**src/rtl/rholang_loader_pkg.sv**
```systemverilog
// Shared definitions for the program loader: state encoding, error codes, header layout.
package rholang_loader_pkg;

   typedef enum logic [2:0] {
      ST_IDLE   = 3'd0,
      ST_HEADER = 3'd1,
      ST_BODY   = 3'd2,
      ST_CHECK  = 3'd3,
      ST_HOLD   = 3'd4
   } load_state_e;

   localparam logic [1:0] ERR_NONE     = 2'd0;
   localparam logic [1:0] ERR_MAGIC    = 2'd1;
   localparam logic [1:0] ERR_LENGTH   = 2'd2;
   localparam logic [1:0] ERR_CHECKSUM = 2'd3;

   localparam logic [15:0] DEFAULT_LOAD_MAGIC = 16'hB0C0;

   localparam int unsigned HDR_MAGIC_HI = 31;
   localparam int unsigned HDR_MAGIC_LO = 16;
   localparam int unsigned HDR_LEN_HI   = 15;
   localparam int unsigned HDR_LEN_LO   = 0;

endpackage

```
**src/rtl/rholang_program_loader.sv**
```systemverilog
// Parses a header/body/checksum word stream and writes the body into instruction memory.
module rholang_program_loader
   import rholang_loader_pkg::*;
#(
   parameter int unsigned IMEM_ADDR_W = 10,
   parameter logic [15:0] LOAD_MAGIC  = DEFAULT_LOAD_MAGIC
) (
   input  logic                   clk,
   input  logic                   reset,
   input  logic [31:0]            program_data,
   input  logic                   program_valid,
   output logic                   program_ready,
   input  logic                   load_enable,
   output logic                   imem_we,
   output logic [IMEM_ADDR_W-1:0] imem_addr,
   output logic [31:0]            imem_wdata,
   output logic                   busy,
   output logic                   load_done,
   output logic                   load_error,
   output logic [1:0]             error_code,
   output logic [IMEM_ADDR_W:0]   words_loaded
);

   localparam int unsigned CNT_W   = IMEM_ADDR_W + 1;
   localparam logic [31:0] MAX_LEN = 32'(1) << IMEM_ADDR_W;

   load_state_e            state_q;
   load_state_e            state_d;
   logic [CNT_W-1:0]       len_q;
   logic [31:0]            acc_q;
   logic [IMEM_ADDR_W-1:0] addr_q;

   logic        xfer;
   logic [15:0] hdr_len;
   logic        magic_ok;
   logic        len_ok;
   logic        last_body;

   // Transfer qualification and header decode; an abort (enable low) wins over a transfer
   always_comb begin
      xfer      = program_valid && program_ready && load_enable;
      hdr_len   = program_data[HDR_LEN_HI:HDR_LEN_LO];
      magic_ok  = (program_data[HDR_MAGIC_HI:HDR_MAGIC_LO] == LOAD_MAGIC);
      len_ok    = (hdr_len != 16'd0) && (32'(hdr_len) <= MAX_LEN);
      last_body = (CNT_W'(words_loaded + CNT_W'(1)) == len_q);
   end

   // State register
   always_ff @(posedge clk or posedge reset) begin
      if (reset) begin
         state_q <= ST_IDLE;
      end else begin
         state_q <= state_d;
      end
   end

   // Next-state logic
   always_comb begin
      state_d = state_q;
      case (state_q)
         ST_IDLE: begin
            if (load_enable) state_d = ST_HEADER;
         end
         ST_HEADER: begin
            if (!load_enable) begin
               state_d = ST_IDLE;
            end else if (xfer) begin
               state_d = (magic_ok && len_ok) ? ST_BODY : ST_HOLD;
            end
         end
         ST_BODY: begin
            if (!load_enable) begin
               state_d = ST_IDLE;
            end else if (xfer && last_body) begin
               state_d = ST_CHECK;
            end
         end
         ST_CHECK: begin
            if (!load_enable) begin
               state_d = ST_IDLE;
            end else if (xfer) begin
               state_d = ST_HOLD;
            end
         end
         ST_HOLD: begin
            if (!load_enable) state_d = ST_IDLE;
         end
         default: state_d = ST_IDLE;
      endcase
   end

   // State-decoded outputs; no combinational path from inputs
   always_comb begin
      program_ready = 1'b0;
      busy          = 1'b0;
      load_error    = 1'b0;
      case (state_q)
         ST_HEADER, ST_BODY, ST_CHECK: begin
            program_ready = 1'b1;
            busy          = 1'b1;
         end
         ST_HOLD: load_error = (error_code != ERR_NONE);
         default: ;
      endcase
   end

   // Datapath: header latch, body write register, accumulator, counters, status
   always_ff @(posedge clk or posedge reset) begin
      if (reset) begin
         len_q        <= '0;
         acc_q        <= '0;
         addr_q       <= '0;
         imem_we      <= 1'b0;
         imem_addr    <= '0;
         imem_wdata   <= '0;
         load_done    <= 1'b0;
         error_code   <= ERR_NONE;
         words_loaded <= '0;
      end else begin
         imem_we   <= 1'b0;
         load_done <= 1'b0;
         case (state_q)
            ST_IDLE: begin
               if (load_enable) begin
                  len_q        <= '0;
                  acc_q        <= '0;
                  addr_q       <= '0;
                  error_code   <= ERR_NONE;
                  words_loaded <= '0;
               end
            end
            ST_HEADER: begin
               if (xfer) begin
                  if (!magic_ok) begin
                     error_code <= ERR_MAGIC;
                  end else if (!len_ok) begin
                     error_code <= ERR_LENGTH;
                  end else begin
                     len_q <= CNT_W'(hdr_len);
                  end
               end
            end
            ST_BODY: begin
               if (xfer) begin
                  imem_we      <= 1'b1;
                  imem_addr    <= addr_q;
                  imem_wdata   <= program_data;
                  addr_q       <= addr_q + IMEM_ADDR_W'(1);
                  acc_q        <= acc_q + program_data;
                  words_loaded <= words_loaded + CNT_W'(1);
               end
            end
            ST_CHECK: begin
               if (xfer) begin
                  if (program_data == acc_q) begin
                     load_done <= 1'b1;
                  end else begin
                     error_code <= ERR_CHECKSUM;
                  end
               end
            end
            default: ;
         endcase
      end
   end

endmodule

```
**config.mk**
```make
export PLATFORM = sky130hd
export DESIGN_NAME = rholang_program_loader
export DESIGN_NICKNAME = d
export VERILOG_FILES = /design/src/rtl/rholang_loader_pkg.sv /design/src/rtl/rholang_program_loader.sv
export SDC_FILE = /design/constraint.sdc
export NUM_CORES = 1
export LEC_CHECK = 0
export CAP_MARGIN = 20
export CORE_MARGIN = 2
export CORE_UTILIZATION = 50
export DETAILED_ROUTE_END_ITERATION = 6
export PLACE_DENSITY_LB_ADDON = 0.05
export SLEW_MARGIN = 30
export SYNTH_ARGS = -nofsm -noshare
export SYNTH_HDL_FRONTEND = slang
export SYNTH_SLANG_ARGS = --single-unit
```
**constraint.sdc**
```tcl
create_clock -name clk -period 3.9 [get_ports clk]
set_input_delay 0.78 -clock clk [delete_from_list [all_inputs] [get_ports clk]]
set_output_delay 0.78 -clock clk [all_outputs]
set_load 0.005 [all_outputs]
```
# Yosys cells after proc, flatten, opt, wreduce, memory -nomap -nowiden

Index checks and enable logic that the tools add are counted.

Add/sub/neg operators: 3
$lt $le $gt $ge: 1
Equal/unequal tests: 19
Multiplexer cells: 37
Reductions and logical operators: 17

Operators with widths:

| cell                    | count |
|---|---|
| $mux W32                | 2 |
| $pmux W32 S2            | 1 |
| $mux W11                | 5 |
| $pmux W11 S2            | 2 |
| $add A32 B32 Y32        | 1 |
| $eq A32 B32 Y1          | 1 |
| $mux W3                 | 9 |
| $mux W10                | 2 |
| $pmux W10 S2            | 1 |
| $eq A16 B16 Y1 const B  | 1 |
| $le A16 B11 Y1 const B  | 1 |
| $ne A2 B2 Y1 const B    | 8 |
| $reduce_bool A16 Y1     | 1 |
| $pmux W3 S5             | 1 |
| $mux W2                 | 6 |
| $ne A3 B3 Y1 const B    | 4 |
| $add A11 B1 Y11 const B | 1 |
| $eq A11 B11 Y1          | 1 |
| $add A10 B1 Y10 const B | 1 |
| $reduce_and A5 Y1       | 2 |
| $mux W1                 | 7 |
| $eq A3 B2 Y1 const B    | 2 |
| $pmux W2 S3             | 1 |
| $reduce_and A6 Y1       | 1 |
| other kinds (9)         | 15 |

Register bits: 113
Input port bits: 36
Output and inout bits: 60
Logic and storage cells: 87

# Logic depth before layout (Yosys ltp)

Gate-level depths: netlist of the first run.

Depth after elaboration: 9
Mapped depth: 11
Gate-level depth less buffers: 11

# Worst setup path before layout of the first run

Ideal clock, no wire load.

Path kind: input-to-reg
Start point: in program_data[0]
End point: reg acc_q[30]
Setup time: 0.125 ns
Arrival: 2.875 ns
Data required time: 3.775 ns
Setup slack: 0.900 ns
Stages on the path: 11
Path buffers: 0
Cell sequence: ha_1 -> fa_1 -> a21oi_1 -> and4b_1 -> o21ai_1 -> a221o_1 -> a21oi_2 -> a221oi_2 -> o21ai_1 -> a311oi_1 -> nand2_1

Word-level cells in the longest chain between the ends: 3

Ends and longest elaborated chain:

| item                 | line                          | text |
|---|---|---|
| from (decl)          | rholang_program_loader.sv:10  | `input logic [31:0] program_data,` |
| $add A32 B32 Y32     | rholang_program_loader.sv:149 | `acc_q <= acc_q + program_data;` |
| $mux W32             | rholang_program_loader.sv:144 | `if (xfer) begin` |
| $pmux W32 S2         | rholang_program_loader.sv:122 | `case (state_q)` |
| to (signal assigned) | rholang_program_loader.sv:149 |  |
| to (decl)            | rholang_program_loader.sv:30  | `logic [31:0] acc_q;` |

Every way passes these cells. The select of a mux whose other input is x is not followed.
A chain may end at the register's enable or synchronous reset.

# Final worst setup path of the first run

Same ends and word-level chain as after synthesis.

==> results.yml, run 1 <==
cells_and_area:
  multi_input_area_um2: 3490
  num_antenna_cells: 0
  fillers: 1129
  fin_nets: 933
  regArea_um2: 2828
  drive_gt1_frac: 0.07534
  area_growth_pct: 26.89
critical_path:
  critical_path_required_ns: 4.20
  critical_path_peak_fanout: 4
  cp_common_cell: "o21ai_1"
  cp-end-kind: "register"
  slowest_delay_ns: 0.47
  cp_cell_sequence: "clkdlybuf4s50_1, ha_1, fa_1, a21oi_1, and4b_1, o21ai_1, a221o_1, a21oi_2, a221oi_2, o21ai_1, a311oi_1, nand2_1"
  crit_slowest_cell: "clkdlybuf4s50_1"
  path_class: "input port to register"
  ff2ff_setup_slack_ns: 0.96
  cp_data_arrival_time_ns: 3.74
  start_kind: "input port"
logic_synthesis:
  synth_common_cells: "179 x nand2_1, 113 x dfrtp_1, 59 x o21ai_0"
  synth_area_leader_cell: "dfrtp_1"
  syn_inst: 771
  async_flop_share: 1.000
  ys_types: 58
  synth_seq_area_share: 0.4301
  synth.area.top_cells: "dfrtp_1 43%, nand2_1 10%, ha_1 6.3%"
  synth_top_area_share: 0.4301
  syn_nets: 841
  synth.most_common_cell: "nand2_1"
  synth-edff-count: 0
  yosys_warnings: 0
  postSynthAreaPerCell_um2: 8.528
  synthFlopType: "dfrtp_1"
  synth_area_um2: 6575
  synth-seq-cells: 113
clocking:
  cts_buffers: 17
  post_cts_buffers: 0
  postCtsResizedCells: 0
  cts_buffer_depth: 2
  h-tree-depth: 4
  cts.sinks: 113
  clock_latency_ns: 0.42
  cts_hold_buf: 0
  cts_tree: "built"
  clk_pin_slew_ns: 0.05
  cts-root-buf: "clkbuf_16"
global_route:
  grt_use_total: 0.2481
  grt_pass1_vias: 5809
  antenna_found_initial: 0
  grt_first_pass_wirelength_um: 28410
  grt_max_degree: 114
  grt_overflow: 0
die:
  initial_core_util: 0.5168
  row_count: 41
  boundaryPins: 96
  die_y_um: 118.7
  design.core.area_um2: 12720
  die_area_um2: 14080
  die_w_um: 118.7
pwr:
  vdd_drop_max_mv: 0.2773
  power_w: 0.003103
  powerDensity_nw_per_um2: 372.0
  power_leakage_nw: 3.988
placed_design:
  dp_hpwl_um: 11870
  io_buffers: 95
  gp_congestion: 0.9192
  dp_slack_ns: 0.04790
flow_run:
  drv_cap: 0
sta:
  skew_ns: 0.008534
  max_freq_ghz: 0.2904
  fin_crit_ns: 3.443
  finalSetupTns_ns: 0
  timing.final.crit_share: 0.8828
  drv_slew: 0
  rsz0062_at_grt: "no"
  tightest_slew_ns: 0.8892
  hold_viol_final: 0
  setup_viol: 0
  slew_headroom: 0.4050
  fin_ws_ns: 0.4570
run_status:
  outcome: "complete, no violations"
drt:
  vias: 5933
  routedWlPerCell_um: 16.07
  drtIter0Drc: 393
  dr.pass1.iters: 5
  totalWireLength_um: 16850
  vias_per_cell: 5.661
  final_antenna_net_count: 0
  drc: 0
worst_hold_path:
  hold_class: "register to register"
[registers in the layout, summed over array words and instances (netlist names)]
register      count
state_q           3
error_code        2
imem_wdata       32
load_done         1
imem_we           1
acc_q            32
addr_q           10
len_q            11
imem_addr        10
words_loaded     11
[stage by stage]
stage	utilization	hold slack [ns]	instance area (µm²)	cells
global route	0.6558	0.4829	8343	1048
detailed placement	0.6066	0.4613	7717	1016
CTS	0.6558	0.4749	8343	1048
floorplan	-	0.4412	6575	771
finish	0.6558	0.4694	8343	1048
global placement	0.6066	0.4580	7717	1016
[power breakdown]
group | internal [W] | switching [W] | total (W)
clock network | 0.00109 | 0.000540 | 0.00163
logic | 0.000109 | 0.000155 | 0.000264
registers | 0.00119 | 0.0000186 | 0.00121
total | 0.00239 | 0.000714 | 0.00310
[layer usage]
layer  vias to the layer above  part of all wire  global-route usage
met5                         -                 0                   0
met4                         0             0.013             0.07887
met3                        17             0.053             0.06129
met2                       165              0.48              0.4055
met1                      2880              0.45              0.3238
li1                       2871                 -                   -
[worst max-delay path, delay by kind of cell]
family	cells	cell delay [ns]
AOI/OAI and AO/OA	7	1.48
buffers and inverters	1	0.47
adders and majority gates	2	0.67
and+or+nand+nor	2	0.34
[placed cells by master (no fill, tap or decap), types with 3 or more instances in the layout]
cell type,n
nor2_1,45
ha_1,33
buf_4,15
inv_1,19
a21o_2,3
a211oi_1,7
a21oi_1,38
nand3b_1,4
bufinv_16,3
nand3_1,52
a22o_1,6
clkbuf_8,5
or4_1,4
clkinv_2,4
and2_1,3
clkdlybuf4s50_1,95
nor3_1,8
o21ai_1,5
o21ai_0,59
xnor2_1,22
and3_1,14
nand2_1,179
a21o_1,10
nand2b_1,4
a31oi_1,6
clkbuf_16,17
xor2_1,29
nand4_1,14
nor4_1,14
o31ai_1,4
dfrtp_1,113
[layout make-up]
class / count / share of cell area
Clock inverter: 9 / 0.01530
Inverter: 21 / 0.009748
Multi-Input combinational cell: 598 / 0.4183
Clock buffer: 23 / 0.05969
Tap cell: 172 / 0.02579
Sequential cell: 113 / 0.3389
Timing Repair Buffer: 112 / 0.1323
[kinds of logic (layout without fill, tap and decap cells)]
| group | count (synthesis) | in the layout | share of synthesized area |
|---|---|---|---|
| AND/OR/NAND/NOR | 354 | 354 | 0.2447 |
| multiplexers | 1 | 1 | 0.001713 |
| XOR/XNOR | 51 | 51 | 0.06793 |
| buffers and inverters | 60 | 165 | 0.04110 |
| flip-flops | 113 | 113 | 0.4301 |
| adder cells (fa/ha/maj) | 34 | 34 | 0.06584 |
| AO/OA/AOI/OAI | 158 | 158 | 0.1486 |
[final timing paths]
path	from	endpoint	cells past startpoint
min in group asynchronous	reset	imem_wdata[0]	3
setup reg to reg	acc_q[0]	acc_q[30]	11
hold reg to reg	imem_addr[4]	imem_addr[4]	2
hold / removal	imem_addr[4]	imem_addr[4]	2
setup / recovery	program_data[0]	acc_q[30]	12
max in group asynchronous	reset	acc_q[9]	3
No activity file was read; power rests on OpenSTA's default activity.
==> run 2, diff against run 1 <==
Settings changed: SLEW_MARGIN 30 to unset.
==> results of run 2 <==
The final DEF is identical to that of run 1; final timing and power are the same.
